File: src/rtl/bcd_stopwatch_ctrl_if.sv
// Command/status bundle between the push-button logic, the stopwatch
// sequencer and the 7-segment display driver.
interface bcd_stopwatch_ctrl_if #(
  parameter int DIGITS = 4
);
  logic                  StartStop;
  logic                  Clear;
  logic                  Lap;
  logic [4*DIGITS-1:0]   Count;
  logic [4*DIGITS-1:0]   Display;
  logic                  Running;
  logic                  Tick;
  logic                  Overflow;

  // Command side: issues the button levels, observes the stopwatch.
  modport master (
    output StartStop, Clear, Lap,
    input  Count, Display, Running, Tick, Overflow
  );

  // Stopwatch side: consumes the button levels, produces count/status.
  modport slave (
    input  StartStop, Clear, Lap,
    output Count, Display, Running, Tick, Overflow
  );
endinterface

File: src/rtl/bcd_stopwatch_ctrl.sv
// Run/pause/clear sequencer for a chain of DIGITS cascaded BCD decades.
// A prescaler divides CLK down to a count tick; decade carries ripple
// from digit 0 (bits [3:0]) upward. Optional lap-freeze display latch is
// compiled in when LAP_STOPWATCH_EN is defined; otherwise Display is a
// direct alias of Count.
module bcd_stopwatch_ctrl #(
  parameter int DIGITS   = 4,
  parameter int PRESCALE = 10
) (
  input  logic                 CLK,
  input  logic                 Reset,
  bcd_stopwatch_ctrl_if.slave  bus
);

  localparam int CW = 4 * DIGITS;
  localparam int PW = (PRESCALE > 2) ? $clog2(PRESCALE) : 1;
  localparam logic [PW-1:0] PS_LAST = PW'(PRESCALE - 1);

  typedef enum logic [1:0] {
    IDLE  = 2'd0,
    RUN   = 2'd1,
    PAUSE = 2'd2
  } state_t;

  state_t          r_state;
  state_t          w_state_nxt;

  logic            r_start_q;
  logic            r_clear_q;
  logic            w_start_rise;
  logic            w_clear_rise;

  logic [PW-1:0]   r_presc;
  logic [CW-1:0]   r_count;
  logic            r_running;
  logic            r_tick;
  logic            r_overflow;

  logic            w_run_en;
  logic            w_tick_fire;
  logic [CW:0]     w_inc;

  // Increment a packed BCD value by one; returns {carry_out, result}.
  // A digit advances only when every lower digit was 9, so digits stay 0..9.
  function automatic logic [CW:0] bcd_inc(input logic [CW-1:0] val);
    logic [CW-1:0] res;
    logic          carry;
    res   = val;
    carry = 1'b1;
    for (int i = 0; i < DIGITS; i++) begin
      if (carry) begin
        if (val[4*i +: 4] == 4'd9) begin
          res[4*i +: 4] = 4'd0;
        end else begin
          res[4*i +: 4] = val[4*i +: 4] + 4'd1;
          carry         = 1'b0;
        end
      end
    end
    return {carry, res};
  endfunction

  assign w_start_rise = bus.StartStop & ~r_start_q;
  assign w_clear_rise = bus.Clear     & ~r_clear_q;

  // Counting stops on the very edge that samples a pause or clear, so the
  // prescaler phase seen at the command is the one that is held.
  assign w_run_en    = (r_state == RUN) && !w_start_rise && !w_clear_rise;
  assign w_tick_fire = w_run_en && (r_presc == PS_LAST);
  assign w_inc       = bcd_inc(r_count);

  // State register.
  always_ff @(posedge CLK) begin
    if (Reset) begin
      r_state <= IDLE;
    end else begin
      r_state <= w_state_nxt;
    end
  end

  // Next-state logic; Clear outranks StartStop.
  always_comb begin
    w_state_nxt = r_state;
    if (w_clear_rise) begin
      w_state_nxt = IDLE;
    end else if (w_start_rise) begin
      case (r_state)
        IDLE:    w_state_nxt = RUN;
        RUN:     w_state_nxt = PAUSE;
        PAUSE:   w_state_nxt = RUN;
        default: w_state_nxt = IDLE;
      endcase
    end
  end

  // Edge-detect registers, prescaler, decade counter and status flags.
  always_ff @(posedge CLK) begin
    if (Reset) begin
      r_start_q  <= 1'b0;
      r_clear_q  <= 1'b0;
      r_presc    <= '0;
      r_count    <= '0;
      r_running  <= 1'b0;
      r_tick     <= 1'b0;
      r_overflow <= 1'b0;
    end else begin
      r_start_q <= bus.StartStop;
      r_clear_q <= bus.Clear;
      r_running <= (w_state_nxt == RUN);
      r_tick    <= w_tick_fire;
      if (w_clear_rise) begin
        r_presc    <= '0;
        r_count    <= '0;
        r_overflow <= 1'b0;
      end else if (w_run_en) begin
        if (r_presc == PS_LAST) begin
          r_presc <= '0;
          r_count <= w_inc[CW-1:0];
          if (w_inc[CW]) begin
            r_overflow <= 1'b1;
          end
        end else begin
          r_presc <= r_presc + PW'(1);
        end
      end
    end
  end

`ifdef LAP_STOPWATCH_EN
  logic            r_lap_q;
  logic            r_freeze;
  logic [CW-1:0]   r_lap_latch;
  logic            w_lap_rise;

  assign w_lap_rise = bus.Lap & ~r_lap_q;

  // Lap freeze: first Lap rise in RUN snapshots Count, second one releases.
  always_ff @(posedge CLK) begin
    if (Reset) begin
      r_lap_q     <= 1'b0;
      r_freeze    <= 1'b0;
      r_lap_latch <= '0;
    end else begin
      r_lap_q <= bus.Lap;
      if (w_clear_rise) begin
        r_freeze <= 1'b0;
      end else if ((r_state == RUN) && w_lap_rise) begin
        if (!r_freeze) begin
          r_lap_latch <= r_count;
          r_freeze    <= 1'b1;
        end else begin
          r_freeze    <= 1'b0;
        end
      end
    end
  end

  assign bus.Display = r_freeze ? r_lap_latch : r_count;
`else
  logic w_unused_lap;
  assign w_unused_lap = bus.Lap;
  assign bus.Display  = r_count;
`endif

  assign bus.Count    = r_count;
  assign bus.Running  = r_running;
  assign bus.Tick     = r_tick;
  assign bus.Overflow = r_overflow;

endmodule
File: src/flat_wrapper.sv
// flat-port wrapper written by rule: the top's interface ports become plain ports
module bcd_stopwatch_ctrl_flat 
#(
  parameter int DIGITS   = 4,
  parameter int PRESCALE = 10
)
  (CLK, Reset, bus_StartStop, bus_Clear, bus_Lap, bus_Count, bus_Display, bus_Running, bus_Tick, bus_Overflow);
  bcd_stopwatch_ctrl_if #(.DIGITS(DIGITS)) bus_i ();
  input  logic CLK;
  input  logic Reset;
  input wire logic [$bits(bus_i.StartStop)-1:0] bus_StartStop;
  input wire logic [$bits(bus_i.Clear)-1:0] bus_Clear;
  input wire logic [$bits(bus_i.Lap)-1:0] bus_Lap;
  output wire logic [$bits(bus_i.Count)-1:0] bus_Count;
  output wire logic [$bits(bus_i.Display)-1:0] bus_Display;
  output wire logic [$bits(bus_i.Running)-1:0] bus_Running;
  output wire logic [$bits(bus_i.Tick)-1:0] bus_Tick;
  output wire logic [$bits(bus_i.Overflow)-1:0] bus_Overflow;
  assign bus_i.StartStop = bus_StartStop;
  assign bus_i.Clear = bus_Clear;
  assign bus_i.Lap = bus_Lap;
  assign bus_Count = bus_i.Count;
  assign bus_Display = bus_i.Display;
  assign bus_Running = bus_i.Running;
  assign bus_Tick = bus_i.Tick;
  assign bus_Overflow = bus_i.Overflow;
  bcd_stopwatch_ctrl #(.DIGITS(DIGITS), .PRESCALE(PRESCALE)) u_core (.CLK(CLK), .Reset(Reset), .bus(bus_i));
endmodule
File: config.mk
export PLATFORM = sky130hd
export DESIGN_NAME = bcd_stopwatch_ctrl_flat
export DESIGN_NICKNAME = d
export VERILOG_FILES = /design/src/rtl/bcd_stopwatch_ctrl_if.sv /design/src/rtl/bcd_stopwatch_ctrl.sv /design/src/flat_wrapper.sv
export SDC_FILE = /design/constraint.sdc
export NUM_CORES = 1
export LEC_CHECK = 0
export CORE_MARGIN = 2
export CORE_UTILIZATION = 45
export DETAILED_ROUTE_END_ITERATION = 12
export PLACE_DENSITY = 0.76
export SYNTH_ARGS = -nofsm -noshare
export SYNTH_HDL_FRONTEND = slang
export SYNTH_SLANG_ARGS = --single-unit
File: constraint.sdc
create_clock -name CLK -period 4.4 [get_ports CLK]
set_input_delay 0.88 -clock CLK [delete_from_list [all_inputs] [get_ports CLK]]
set_output_delay 0.88 -clock CLK [all_outputs]
set_load 0.005 [all_outputs]
Yosys cells after proc, flatten, opt, wreduce, memory -nomap -nowiden. Index checks and enable logic that the tools add are counted.

Reduce and logical (&&, ||, !) cells: 13. Bitwise gates (word level): 4. Equal/unequal tests: 8. Muxes and demuxes: 15. $add $sub $neg: 5.

Operator list (number): $add 4x1->4 const B (5); $eq 4x4->1 const B (5); $mux 4 (5); $reduce_and 3->1 (4); $mux 1 (7); $eq 2x1->1 const B (2); $mux 2 (2); $pmux 2 s2 (1); $reduce_or 2->1 (2); $logic_and 1x1->1 (3); $and 1x1->1 (2); $eq 2x2->1 const B (1); $logic_not 1->1 (2); $logic_not 2->1 (1); $not 1->1 (2); $reduce_and 2->1 (1).

Flip-flop bits (word level): 27. Output and inout bits: 35. Bits of input ports: 5.

Longest topological paths before layout. Gate-level depths: netlist of run 1.

Depth after elaboration: 6. Mapped depth: 7.

Worst setup path after synthesis of run 1. No wires, ideal clock.

Kind: input-to-reg. From: in bus_StartStop. To: reg u_core.r_count[10] (netlist: u_core.bus.Count[10]). Path buffers: 2. Data required time: 4272 ps. Data arrival time: 2066 ps. Stages on the path: 7. Path slack: 2206 ps. Cell sequence: nor2b_1 -> buf_2 -> nor4b_4 -> buf_2 -> nand4_1 -> xnor2_1 -> nor2_1.

Cells in the longest elaborated chain, start to end: 5.

RTL lines: from (decl) (line flat_wrapper.sv:11) `input wire logic [$bits(bus_i.StartStop)-1:0] bus_StartStop;`; $and 1x1->1 (line bcd_stopwatch_ctrl.sv:63) `assign w_start_rise = bus.StartStop & ~r_start_q;`; $logic_not 1->1 (line bcd_stopwatch_ctrl.sv:68) `assign w_run_en = (r_state == RUN) && !w_start_rise && !w_clear_rise;`; $logic_and 1x1->1 (2 in a row) (line bcd_stopwatch_ctrl.sv:68); $reduce_and 3->1 (no source line); to (signal assigned) (line bcd_stopwatch_ctrl.sv:118) `r_count <= w_inc[CW-1:0];`; to (decl) (line bcd_stopwatch_ctrl.sv:34) `logic [CW-1:0] r_count;`.

Every way passes these cells. A chain may end at the register's enable or synchronous reset.

Worst setup path in the final report of run 1.
From: in bus_StartStop. To: reg u_core.r_count[14] (netlist: u_core.bus.Count[14]).

The elaborated chain is that of the path after synthesis.

==> results of run 1 <==
cell families (layout without fill, tap and decap cells):
| logic type | after synthesis | after routing | share of synthesized area [%] |
|---|---|---|---|
| buffers and inverters | 30 | 50 | 12.8 |
| AOI/OAI and AO/OA | 19 | 19 | 7.78 |
| xor gates and xnor gates | 10 | 10 | 6.33 |
| muxes | 6 | 6 | 4.43 |
| DFF | 27 | 27 | 39.1 |
| and+or+nand+nor | 69 | 69 | 29.6 |
routing by layer:
layer  vias to the layer above  track usage (%)  routed length (um)
li1                        568                -                   -
met1                       519             19.6                1150
met2                        25             26.7                1310
met3                         4             3.06                 110
met4                         0             7.47                  43
met5                         -                0                   0
path summary, 6_finish.rpt:
check | start | endpoint | slack [ns] | depth (start not counted)
setup / recovery | bus_StartStop | u_core.bus.Count[14] | 1.66 | 6
hold / removal | u_core.bus.Overflow | u_core.bus.Overflow | 0.46 | 2
setup reg to reg | u_core.r_state[0] | u_core.bus.Count[14] | 2.25 | 5
hold reg to reg | u_core.bus.Overflow | u_core.bus.Overflow | 0.46 | 2
cell usage in the layout, fill, tap and decap left out:
cell / n
sky130_fd_sc_hd__a21oi_1: 10
sky130_fd_sc_hd__a31oi_1: 2
sky130_fd_sc_hd__a41o_1: 2
sky130_fd_sc_hd__and3_1: 1
sky130_fd_sc_hd__and3_4: 1
sky130_fd_sc_hd__clkbuf_1: 1
sky130_fd_sc_hd__clkbuf_4: 3
sky130_fd_sc_hd__clkdlybuf4s50_1: 38
sky130_fd_sc_hd__dfxtp_1: 27
sky130_fd_sc_hd__inv_1: 7
sky130_fd_sc_hd__inv_2: 1
sky130_fd_sc_hd__mux2_2: 1
sky130_fd_sc_hd__mux2i_1: 5
sky130_fd_sc_hd__nand2_1: 8
sky130_fd_sc_hd__nand2b_1: 3
sky130_fd_sc_hd__nand3_1: 6
sky130_fd_sc_hd__nand3b_1: 1
sky130_fd_sc_hd__nand4_1: 7
sky130_fd_sc_hd__nand4_2: 1
sky130_fd_sc_hd__nand4b_1: 1
sky130_fd_sc_hd__nor2_1: 19
sky130_fd_sc_hd__nor2b_1: 10
sky130_fd_sc_hd__nor3_1: 1
sky130_fd_sc_hd__nor3b_1: 4
sky130_fd_sc_hd__nor3b_4: 1
sky130_fd_sc_hd__nor4b_4: 1
sky130_fd_sc_hd__nor4bb_1: 1
sky130_fd_sc_hd__o21ai_0: 5
sky130_fd_sc_hd__or3_1: 3
sky130_fd_sc_hd__xnor2_1: 4
sky130_fd_sc_hd__xor2_1: 6
registers in the layout, indices dropped and copies added (netlist names):
name / count
u_core.r_presc: 4
u_core.bus.Count: 16
u_core.r_start_q: 1
u_core.bus.Running: 1
u_core.bus.Tick: 1
u_core.r_state: 2
u_core.bus.Overflow: 1
u_core.r_clear_q: 1
worst min-delay path, delay by kind of cell (launching register included):
kind,cells,cell delay (ns)
AOI/OAI and AO/OA,1,0.05
buffers and inverters,1,0.05
DFF,1,0.34
through the flow:
step / total power [uW] / hold slack, ns
after floorplan: 266 / 0.442
after global placement: 271 / 0.437
after detailed placement: 271 / 0.441
after CTS: 378 / 0.460
after global routing: 389 / 0.491
final: 375 / 0.458
area by class of cell:
type                            instances  area (um2)  share of cell area (%)
Clock buffer                            4        26.3                    1.56
Tap cell                               33        41.3                    2.45
Multi-Input combinational cell        104         666                    39.5
Sequential cell                        27         541                    32.1
Timing Repair Buffer                   38         380                    22.6
Inverter                                8        30.0                    1.78
power groups by stage:
stage	registers, uW	logic, uW	clock network, uW
after floorplan	254	12.5	0
after global placement	254	17.3	0
after detailed placement	254	17.7	0
after CTS	248	17.9	112
after global routing	249	19.6	121
final	248	17.6	109
==> summary by stage, run 1 <==
Pwr
The net switching power of the design is 84.0 uW. Net switching is 22.4% of the power. The cell leakage power is 0.000594 uW.

The relative contribution of the clock network to total power is 29.0%. The combinational share of power is 4.7%. VDD sags by at most 0.118 mV. The internal power of the cells totals 291 uW. The share of total power in sequential cells is 66.3%. The power per cell area is 222 mW/mm2.

Critical path
For the worst setup path, the data required time is 4.66 ns. The worst setup path is captured at a flop. The largest single stage delay on the critical path is 0.74 ns. The maximum fanout along the worst path is 18. The setup path with the least slack is of type input port to flop. For the worst setup path, the data arrival time is 3.00 ns.

The buffers plus inverters on the worst setup path is 1. On the critical path, the stage with the largest delay is an instance of sky130_fd_sc_hd__nor4b_4. The signal on the critical path passes through clkdlybuf4s50_1 -> nor2b_1 -> nor4b_4 -> nand4_2 -> or3_1 -> a21oi_1. The critical path startpoint category is an input port. The kind of cell with the highest combined delay along the critical path is simple AND/OR/NAND/NOR gates.

Layout
The final layout contains 187 nets. The filler-free cell count of the finished design is 214. The number of fill cells is 267. The repair_antennas step left the layout with diodes totalling 0. From synthesis to final layout, the design area changed by 21.8%. The utilization after layout is 56.6%.

Summing all non-filler instances in the final layout gives an area of 0.00168 mm2. The post-route netlist has 4.97% of its cells at a drive strength greater than 1.

Floorplan
The core outline area is 0.00298 mm2. The floorplan row count is 20. The horizontal die dimension is 59.4 um. The starting density of the core is 46.4%. The die covers 0.00353 mm2. The die extent in y is 59.4 um.

The number of I/O pins is 40.

Timing
The hold violation total from the final report was 0. The number of max-slew violations in the final report came to 0. Setup violations remaining at the end of the flow were counted as 0. Setup slack on the critical path of the routed design comes to 1.66 ns. Derived from the worst setup path, the maximum achievable clock frequency is 364 MHz. Setup repair after global routing left no endpoint under its margin. Counting I/O delays and the setup requirement, the final critical path takes 2.74 ns.

After layout, the worst path uses 62.4% of the clock period. In the final timing run, aggregate negative setup slack is 0 ns. The worst pin sits at a relative slew slack of 40.0%. The transition time at the pin with the least slew margin is 0.899 ns.

The maximum clock skew at final layout is 0.00120 ns.

Yosys
The commonest cells after synthesis are 27 x sky130_fd_sc_hd__dfxtp_1, 19 x sky130_fd_sc_hd__nor2_1, 16 x sky130_fd_sc_hd__buf_4, 10 x sky130_fd_sc_hd__a21oi_1, 10 x sky130_fd_sc_hd__nor2b_1. The total nets after synthesis is 166. Sorting the synthesized cells by area gives the leading types as sky130_fd_sc_hd__dfxtp_1 39%, sky130_fd_sc_hd__buf_4 8.7%, sky130_fd_sc_hd__nor2_1 5.2%, sky130_fd_sc_hd__nor2b_1 4.5%, sky130_fd_sc_hd__xor2_1 3.8%.

The share of the synthesized area in the top cell type is 39.1%. The number of synthesized register bits is 27. sky130_fd_sc_hd__dfxtp_1 is the most common cell in the netlist. The post-synthesis average cell area is 8.59 um2. In this run, synthesis inferred 0 flip-flops with an integrated enable. The netlist area before placement is 0.00138 mm2. Among all flip-flop cells after synthesis, the most frequent one is sky130_fd_sc_hd__dfxtp_1.

The number of warnings issued by yosys is 0. Synthesis produced a netlist whose cell count is 161. The post-synthesis cell type count is 31. The proportion of register bits with asynchronous set or reset after synthesis is 0%. The biggest area contributor in the post-synthesis netlist is sky130_fd_sc_hd__dfxtp_1. The register area share after synthesis is 39.1%.

Global route
After global routing the overflow that remains totals 0. Entering global routing, the biggest net connects 25 pins. The overall fraction of global-route tracks in use is 16.0%.

The initial antenna violation count is 0. The number of global-route vias before repair was 989. The wire length of the first global-routing pass is 4.31 mm.

Routing
The routed length per placed instance is 12.2 um. The residual DRC count is 0. The total vias in the final route is 1116. The iteration count of the initial detailed-routing pass is 4. The via density per instance is 5.21. The post-detailed-route count of antenna-violating nets is 0. After the first detailed-routing iteration, the DRC count stood at 51. Wires add up to 2.61 mm.

Clocking
The CTS H-tree depth is 1. TritonCTS built the clock tree. The number of setup buffers added after CTS is 0. Buffers inserted to repair hold after CTS numbered 0.

Clock-pin slew was measured on the worst setup and hold paths at 0.14 ns. The total number of clock tree sinks is 27. The clock buffer count from CTS is 3. The buffer levels on the longest clock path is 2.

In this run the clock root is driven by a sky130_fd_sc_hd__clkbuf_4. Clock latency on the worst-skew pair, taken at its later pin, is 0.32 ns. Gates resized during post-CTS repair numbered 0.

Status
The run finished with clean final reports.

Worst hold path
In this run the worst hold path is classified as flop to flop.

Placed design
Once placement finished, the instance area stood at 0.00166 mm2. The total of buffers placed on input and output ports is 38. The cell count after placement is 210. After legalization and detailed placement, the total HPWL measured 1.82 mm. The final weighted congestion in routability-driven placement is 0.680. The worst setup timing slack at the placement stage is 1.31 ns.

Flow run
Max-cap violations in this run came to 0.
Power figures use the tool's default switching activity.
==> inputs of run 2 (changes only) <==
--- a/config.mk
+++ b/config.mk
@@ -6,9 +6,9 @@
 export NUM_CORES = 1
 export LEC_CHECK = 0
 export CORE_MARGIN = 2
-export CORE_UTILIZATION = 45
+export CORE_UTILIZATION = 42
 export DETAILED_ROUTE_END_ITERATION = 12
-export PLACE_DENSITY = 0.76
+export PLACE_DENSITY = 0.75
 export SYNTH_ARGS = -nofsm -noshare
 export SYNTH_HDL_FRONTEND = slang
 export SYNTH_SLANG_ARGS = --single-unit
==> constraint.sdc (replaced) <==
create_clock -name CLK -period 2.4 [get_ports CLK]
set_input_delay 0.48 -clock CLK [delete_from_list [all_inputs] [get_ports CLK]]
set_output_delay 0.48 -clock CLK [all_outputs]
set_load 0.005 [all_outputs]
==> run 2 against run 1 <==
Compared with the run above:
- global-route usage decreased by 0.31 points
- flip-flop and latch count unchanged
- hold slack about the same
- sequential power increased by 84%
- routed wire length rose by 2.8%
- clock skew up 0.0059 ns
- first-iteration DRC count shrank 3.9%
- sequential share of layout area down 1.0 points
- clock power increased by 75%
- final area up 3.3%
- largest power group unchanged
- highest routed layer unchanged
==> summary by stage, run 2 (synthesized netlist as in run 1, its figures left out) <==
Floorplan
The core outline area is 0.00310 mm2 (+4.2%). The total die area is 0.00377 mm2 (+6.7%). The horizontal die dimension came to 61.4 um (+3.3%). The die extent in y came to 61.4 um (+3.3%). The floorplan row count is 20 (unchanged). The number of I/O pins came to 40 (unchanged).

The starting density of the core was 44.6% (-1.9 points).

Pwr
The power consumption came to 683 uW (+82%). The cell leakage power is 0.000617 uW (+3.9%). The power per cell area is 392 mW/mm2 (+76%). The maximum VDD drop is 0.169 mV (+43%).

Timing
After layout, the minimum clock period comes to 1.88 ns. The least setup slack across all paths after layout was 0.518 ns (-1.14 ns). The number of max-slew violations in the final report came to 0 (unchanged). The count of final setup violators was 0 (unchanged). The transition time at the pin with the least slew margin was 0.478 ns (-0.422 ns). The relative slew slack is 67.7% (+28 points). The total negative setup slack is 0 ns (unchanged). The hold violation total from the final report is 0 (unchanged). Of the available clock period, the critical path in the final layout requires 78.4%.

The peak clock frequency supported by timing is 531 MHz. The maximum clock skew at final layout was 0.00712 ns (+0.00593 ns). Setup repair after global routing left no endpoint under its margin.

Clocking
The number of setup buffers added after CTS is 0 (unchanged). The clock transition at the register clock pins on the worst setup and hold paths after CTS is 0.14 ns (about the same). Clock tree synthesis selected as its root buffer the cell sky130_fd_sc_hd__clkbuf_4. The later-pin clock latency in the skew report is 0.32 ns (about the same).

The total number of clock tree sinks is 27 (unchanged). The clock buffer count from CTS is 3 (unchanged). The buffer levels on the longest clock path is 2 (unchanged).

The CTS H-tree depth is 1 (unchanged). The number of hold-repair buffers added at the cts stage is 0 (unchanged). TritonCTS built the clock tree. The post-cts sizing count came to 0 (unchanged).

Routing
The post-detailed-route count of antenna-violating nets is 0 (unchanged). The residual DRC count came to 0 (unchanged). The iteration count of the initial detailed-routing pass is 4 (unchanged). The via density per instance is 5.03 (-3.5%). The initial DRC count came to 49 (-3.9%). The routed wire length is 2.68 mm (+2.8%). The total vias in the final route was 1153 (+3.3%).

The routed length per placed instance is 11.7 um (-3.9%).

Critical path
The maximum cell stage delay along the critical path is 0.57 ns (-0.17 ns). Walking the worst path, the cells encountered are clkdlybuf4s50_1. The worst reg-to-reg setup slack is 0.60 ns (-1.65 ns).

The type of destination of the critical path is a primary output. The critical path's top delay family is buffers and inverters. The slowest stage cell on the critical path is sky130_fd_sc_hd__clkdlybuf4s50_1.

The maximum fanout along the worst path came to 10 (-8). The critical path is of the flop to primary output type. The required arrival time at the worst endpoint is 1.92 ns (-2.74 ns).

The critical path startpoint category is a flop. The buffers plus inverters on the worst setup path is 1 (unchanged). The arrival time at the worst endpoint was 1.40 ns (-1.60 ns).

Global route
The wire length of the first global-routing pass is 4.44 mm (+3.2%). The overall fraction of global-route tracks in use is 15.7% (-0.31 points). The initial antenna violation count was 0 (unchanged). The maximum number of pins on one net before global-route repair is 25 (unchanged).

The sum of overflow across all layers after global routing is 0 (unchanged). The number of global-route vias before repair is 1045 (+5.7%).

Placed design
The total of buffers placed on input and output ports was 38 (unchanged). The final weighted congestion in routability-driven placement came to 0.788 (+16%). The worst setup timing slack at the placement stage is 0.208 ns (-1.11 ns).

The HPWL after detailed placement is 1.94 mm (+6.3%).

Layout
The number of inserted diodes is 0 (unchanged). The number of fill cells is 311 (+16%). The post-synthesis to final-layout area growth is 25.9%. The top cell types in the final layout, fill and taps aside, are 38 x sky130_fd_sc_hd__clkdlybuf4s50_1, 27 x sky130_fd_sc_hd__dfxtp_1, 19 x sky130_fd_sc_hd__nor2_1, 10 x sky130_fd_sc_hd__nor2b_1, 10 x sky130_fd_sc_hd__a21oi_1.

The net total in the final layout came to 191 (+2.1%). The number of flip-flops under the largest register name was 16 (unchanged). The library cell used most frequently in the layout, excluding fill and tap cells, is sky130_fd_sc_hd__clkdlybuf4s50_1. The share of post-route cells with drive strength above 1 is 7.03% (+2.1 points).

Status
The flow ran to the end, and the final reports show no timing, DRC or antenna violations.

Worst hold path
The type of the tightest min-delay check is flop to flop.

Flow run
The reported max-cap violation count came to 0 (unchanged).
==> run 2: cell types whose count changed in the layout (fill, tap and decap cells not counted), sizes merged <==
cell  delta
buf      +4
==> run 2: power by group <==
group	switching (uW)	leakage, uW	total [uW]	internal (uW)
Clock	127	0.0000150	191	65.0
Sequential	2.49	0.000218	456	453
Combinational	18.2	0.000384	35.5	17.3
Total	147	0.000617	683	535
==> run 2: area by class of cell <==
type                       count  area, um2  share of cell area, %
timing repair buffer          42        423                   24.3
tap                           44       55.1                   3.16
clock buffer                   4       26.3                   1.51
multi-input combinational    104        666                   38.2
inverter                       8       30.0                   1.73
sequential                    27        541                   31.1
==> run 2: layer usage <==
layer	GRT usage, %	up-vias	share of wire [%]
met2	27.8	30	50
met5	0	-	0
met3	3.36	2	5.3
met1	18.3	541	44
li1	-	580	-
met4	6.38	0	1.0
==> run 2: metrics by stage <==
step | area [um2] | instances | hold WS (ns) | util (%)
final | 1740 | 229 | 0.459 | 56.1
after detailed placement | 1710 | 225 | 0.441 | 55.2
after global placement | 1710 | 225 | 0.436 | 55.2
after CTS | 1740 | 229 | 0.462 | 56.1
after global routing | 1740 | 229 | 0.490 | 56.1
after floorplan | 1380 | 161 | 0.442 | -
==> run 2: final timing paths <==
check,startpoint,endpoint,cells past startpoint
worst min-delay path,u_core.bus.Overflow,u_core.bus.Overflow,2
worst max-delay path,u_core.bus.Count[9],bus_Count[9],1
worst min register to register,u_core.bus.Overflow,u_core.bus.Overflow,2
worst max register to register,u_core.bus.Count[1],u_core.bus.Count[14],5
